**src/rtl/ucode_sequencer.sv**
```systemverilog
// Microcode sequencer: steps a micro-PC through a synchronous-read ROM and emits one control word
// per cycle. Optional stall watchdog enabled by defining UCODE_WATCHDOG_EN.
module ucode_sequencer #(
  parameter int unsigned UPC_W = 6,
  parameter int unsigned CW_W  = 32
) (
  input  logic                    clk_i,
  input  logic                    reset_i,
  input  logic                    op_valid_i,
  output logic                    op_ready_o,
  input  logic [UPC_W-1:0]        dispatch_addr_i,
  output logic                    rom_en_o,
  output logic [UPC_W-1:0]        rom_addr_o,
  input  logic [CW_W+UPC_W+1:0]   rom_data_i,
  input  logic                    br_cond_i,
  input  logic                    mem_done_i,
  output logic [CW_W-1:0]         ctrl_word_o,
  output logic                    ctrl_valid_o,
  output logic                    ctrl_commit_o,
  output logic                    fault_o
);

  typedef enum logic [1:0] {StIdle, StFetch, StExec} state_e;

  localparam logic [1:0] SeqNext   = 2'b00;
  localparam logic [1:0] SeqJump   = 2'b01;
  localparam logic [1:0] SeqEnd    = 2'b10;
  localparam logic [1:0] SeqBranch = 2'b11;

  state_e            state_q, state_d;
  logic [UPC_W-1:0]  upc_q, upc_d;

  logic [CW_W-1:0]   rom_cw;
  logic [UPC_W-1:0]  rom_next;
  logic [1:0]        rom_seq;
  logic [UPC_W-1:0]  upc_inc;
  logic              mem_op;

  assign rom_cw   = rom_data_i[CW_W+UPC_W+1:UPC_W+2];
  assign rom_next = rom_data_i[UPC_W+1:2];
  assign rom_seq  = rom_data_i[1:0];
  assign upc_inc  = upc_q + 1'b1;
  assign mem_op   = |rom_cw[8:5];

`ifdef UCODE_WATCHDOG_EN
  logic [7:0] wd_cnt_q, wd_cnt_d;
  logic       fault_q, fault_d;
  assign fault_o = fault_q;
`else
  assign fault_o = 1'b0;
`endif

  always_comb begin
    state_d       = state_q;
    upc_d         = upc_q;
    op_ready_o    = 1'b0;
    rom_en_o      = 1'b0;
    rom_addr_o    = upc_q;
    ctrl_word_o   = '0;
    ctrl_valid_o  = 1'b0;
    ctrl_commit_o = 1'b0;
`ifdef UCODE_WATCHDOG_EN
    wd_cnt_d      = '0;
    fault_d       = fault_q;
`endif
    unique case (state_q)
      StIdle: begin
`ifdef UCODE_WATCHDOG_EN
        op_ready_o = ~fault_q;
`else
        op_ready_o = 1'b1;
`endif
        if (op_valid_i && op_ready_o) begin
          upc_d   = dispatch_addr_i;
          state_d = StFetch;
        end
      end
      StFetch: begin
        rom_en_o = 1'b1;
        state_d  = StExec;
      end
      StExec: begin
        ctrl_valid_o = 1'b1;
        ctrl_word_o  = rom_cw;
        if (mem_op && !mem_done_i) begin
          // Stall: ROM output holds because rom_en stays low.
`ifdef UCODE_WATCHDOG_EN
          wd_cnt_d = wd_cnt_q + 1'b1;
          if (wd_cnt_q == 8'd254) begin
            fault_d = 1'b1;
            state_d = StIdle;
          end
`endif
        end else begin
          ctrl_commit_o = 1'b1;
          case (rom_seq)
            SeqNext:   upc_d = upc_inc;
            SeqJump:   upc_d = rom_next;
            SeqBranch: upc_d = br_cond_i ? rom_next : upc_inc;
            default:   state_d = StIdle;
          endcase
          // Fetch the following word in the same cycle so words issue back to back.
          if (rom_seq != SeqEnd) begin
            rom_en_o   = 1'b1;
            rom_addr_o = upc_d;
          end
        end
      end
      default: state_d = StIdle;
    endcase
  end

  always_ff @(posedge clk_i) begin
    if (reset_i) begin
      state_q  <= StIdle;
      upc_q    <= '0;
`ifdef UCODE_WATCHDOG_EN
      wd_cnt_q <= '0;
      fault_q  <= 1'b0;
`endif
    end else begin
      state_q  <= state_d;
      upc_q    <= upc_d;
`ifdef UCODE_WATCHDOG_EN
      wd_cnt_q <= wd_cnt_d;
      fault_q  <= fault_d;
`endif
    end
  end

endmodule

```
**config.mk**
```make
export PLATFORM = sky130hd
export DESIGN_NAME = ucode_sequencer
export DESIGN_NICKNAME = d
export VERILOG_FILES = /design/src/rtl/ucode_sequencer.sv
export SDC_FILE = /design/constraint.sdc
export NUM_CORES = 1
export LEC_CHECK = 0
export CAP_MARGIN = 20
export CORE_AREA = 4 4 61 69
export DETAILED_ROUTE_END_ITERATION = 8
export DIE_AREA = 0 0 65 73
export MAX_ROUTING_LAYER = met4
export PLACE_DENSITY_LB_ADDON = 0.12
export RECOVER_POWER = 50
export SLEW_MARGIN = 20
export SYNTH_ARGS = -nofsm -noshare
export SYNTH_HDL_FRONTEND = slang
export SYNTH_SLANG_ARGS = --single-unit
```
**constraint.sdc**
```tcl
create_clock -name clk_i -period 2.7 [get_ports clk_i]
set_input_delay 0.405 -clock clk_i [delete_from_list [all_inputs] [get_ports clk_i]]
set_output_delay 0.405 -clock clk_i [all_outputs]
set_load 0.02 [all_outputs]
```
==> reports/results.ini, run 1 <==
[clock_network]
clockRootBuffer = clkbuf_8
cts_tree = yes
path_clk_slew_ns = 0.04
cts_num_sinks = 8
cts_made_buffers = 3
clk_latency_ns = 0.23
htree_levels = 1
hold_buffers = 0
ctsLongestPathBuffers = 2

[grt]
grtUsageMet2_pct = 31.7
grt_first_pass_wirelength_mm = 6.64
gr-usage-all-layers_pct = 18.5
grt-ovfl-total = 0
met3_usage_pct = 5.39
antenna_found_initial = 0
grt.busiest_layer = met2
grt_start_max_net_pins = 49
grt_util_met1_pct = 19.9
first_global_vias = 1531

[power_and_ir_drop]
pwr_density_cell_nw_per_um2 = 509
ir_drop_mv = 0.193
leakage_nw = 0.919

[route]
via_count = 1421
viasPerCell = 4.78
ant_nets = 0
drcViolationCount = 0
drt_iter0_drc = 108
wirelength_mm = 4.08
first_pass_iters = 4
wl_per_cell_um = 13.8

[run_status]
outcome = finished clean

[floorplan]
die_y_um = 73
io_pins = 94
die_x_um = 65
core-area_sq_um = 3540
start_util_pct = 29.0
die_area_sq_um = 4750
rows = 23

[cells_and_area]
fill_cells = 337
layout_commonest_cell = clkdlybuf4s50_1
finish.utilization_pct = 60.0
drive_gt1_share_pct = 12.1
multi_input_area_sq_um = 786
area_growth_syn_to_layout_pct = 107
fin_nets = 304
seqCellArea_sq_um = 160
diodes = 0
final_cell_mix = clkdlybuf4s50_1, and2_1, buf_4, dlygate4sd3_1, nor2_1

[yosys]
synth.distinct_cells = 41
synthCells = 142
synth_fp_nets = 197
yosysTopAreaCell = and2_1
synth_top_area_share_pct = 19.5
postSynthAreaPerCell_sq_um = 7.23
synth-seq-area-share_pct = 15.6
netlist_top_cells_area = and2_1, dfxtp_1, o21ai_0
mappedNetlistArea_sq_um = 1030
yosysWarnings = 0
synth_seq_cells = 8

[sta]
skew_ns = 0.00628
period_share_pct = 95.6
tightest_slew_ns = 0.678
rsz0062_at_grt = no
period_needed_ns = 2.58
setup_violations = 0
relSlewSlack_pct = 54.7
drv_slew = 0
hold_viol = 0
setup-tns-final_ns = 0
fmax_mhz = 387

[worst_setup_path]
critical_path_class = input port to output port
arrival_ns = 2.18
worst_path_max_delay_cell = clkdlybuf4s50_1
critical_path_buf_inv_count = 4
cp-end-kind = output port
critPathTopFamily = buffers and inverters
path_cells = clkdlybuf4s50_1 > nor4_4 > o21ai_0 > buf_4 > inv_1 > and2_1 > o22a_1 > dlygate4sd2_1
worstPathMaxFanout = 9
required_ns = 2.30
slowest_delay_ns = 0.46
start_kind = input port

[placed_design]
hpwl_mm = 3.41
io_buffers = 92
gp_congestion = 0.893

[flow_run]
cap_viol_max_count = 0

[hold_path]
hp-class = register to register

[worst paths after layout]
path / startpoint / slack [ns] / endpoint / depth (start not counted)
worst min-delay path: state_q[0] / 0.53 / state_q[0] / 2
worst max register to register: state_q[0] / 0.64 / upc_q[4] / 7
worst max-delay path: rom_data_i[13] / 0.12 / rom_addr_o[3] / 8
worst min register to register: state_q[0] / 0.53 / state_q[0] / 2
[stage by stage]
step / area (sq um) / worst slack, ns / hold WS [ns] / total power [mW] / cells
floorplan: 1030 / 0.372 / 0.487 / 0.631 / 142
global placement: 2090 / -0.140 / 0.515 / 0.974 / 293
detailed placement: 2090 / -0.206 / 0.527 / 0.991 / 293
CTS: 2120 / 0.0594 / 0.536 / 1.11 / 296
global route: 2120 / 0.0132 / 0.581 / 1.17 / 297
finish: 2120 / 0.118 / 0.532 / 1.08 / 297
[cell families (layout without fill, tap and decap cells)]
| kind of cell | count (synthesis) | count (layout) | share of synthesized area, % |
|---|---|---|---|
| AO/OA/AOI/OAI | 40 | 40 | 27.6 |
| adder cells (fa/ha/maj) | 4 | 4 | 4.87 |
| buffers and inverters | 14 | 119 | 6.94 |
| flip-flops | 8 | 8 | 15.6 |
| multiplexers | 4 | 4 | 4.14 |
| other | 1 | 1 | 0.365 |
| AND/OR/NAND/NOR | 71 | 71 | 40.4 |
[final cells by class]
| cell class | count | share of cell area (%) |
|---|---|---|
| multi-input cells | 120 | 37.0 |
| clock buffers | 3 | 1.95 |
| inverters | 5 | 0.884 |
| flip-flops and latches | 8 | 7.55 |
| well taps | 50 | 2.95 |
| repair buffers | 111 | 49.6 |
[what timing repair did]
action | CTS | global route
endpoints found under the hold margin | 0 | 0
pin swaps | 0 | 1
setup buffers | 0 | 1
setup endpoints to repair | 8 | 4
resized for setup | 8 | 0
[worst register-to-register path: stages, from the launching register on]
cell and delay [ns]:
dfxtp_1 0.32, inv_1 0.08, ha_1 0.17, buf_4 0.34, nor2_1 0.10, a211oi_2 0.55
a311oi_1 0.21, a211oi_2 0.21
[power by group]
part / leakage, nW / internal, mW / switching [mW] / total [mW]
logic: 0.831 / 0.356 / 0.370 / 0.726
registers: 0.0663 / 0.159 / 0.0515 / 0.211
clock network: 0.0216 / 0.0965 / 0.0469 / 0.143
total: 0.919 / 0.611 / 0.469 / 1.08
[metal layers]
| metal | vias to the layer above | wire length, um |
|---|---|---|
| met5 | - | 0 |
| met4 | 0 | 61 |
| met3 | 4 | 372 |
| met2 | 77 | 2000 |
| met1 | 630 | 1650 |
| li1 | 710 | - |
[registers in the layout, indices dropped and copies added (netlist names)]
register / flops
upc_q: 6
state_q: 2
[cells in the mapped netlist]
| cell type | count |
|---|---|
| o22a_1 | 2 |
| o21a_1 | 1 |
| nor2_1 | 13 |
| nor2b_1 | 2 |
| clkbuf_1 | 5 |
| nand3b_1 | 1 |
| inv_1 | 5 |
| and3_1 | 1 |
| or3b_2 | 1 |
| and4_1 | 1 |
| mux2_2 | 2 |
| a311oi_1 | 4 |
| dfxtp_1 | 8 |
| nand3_1 | 2 |
| nor4_4 | 1 |
| o2111ai_1 | 1 |
| a21oi_1 | 7 |
| o211ai_1 | 3 |
| a211oi_2 | 1 |
| clkdlybuf4s25_2 | 1 |
| nor2_2 | 1 |
| and2b_1 | 1 |
| a211oi_4 | 1 |
| nand4_1 | 1 |
| buf_6 | 1 |
| buf_2 | 1 |
| ha_1 | 4 |
| a21o_1 | 2 |
| o221ai_1 | 2 |
| buf_4 | 1 |
| and2_2 | 1 |
| nand2b_1 | 4 |
| nand2_1 | 8 |
| a211oi_1 | 2 |
| conb_1 | 1 |
| o32a_1 | 1 |
| nand2b_2 | 1 |
| o21ai_0 | 11 |
| and2_1 | 32 |
| mux2i_1 | 2 |
| o22ai_1 | 2 |
No activity file was read; power rests on OpenSTA's default activity.
==> inputs of run 2 (changes only) <==
--- a/config.mk
+++ b/config.mk
@@ -12,7 +12,7 @@
 export MAX_ROUTING_LAYER = met4
 export PLACE_DENSITY_LB_ADDON = 0.12
 export RECOVER_POWER = 50
-export SLEW_MARGIN = 20
+export SLEW_MARGIN = 10
 export SYNTH_ARGS = -nofsm -noshare
 export SYNTH_HDL_FRONTEND = slang
 export SYNTH_SLANG_ARGS = --single-unit
==> results of run 2 <==
Final layout, timing and power as in run 1 (identical DEF).
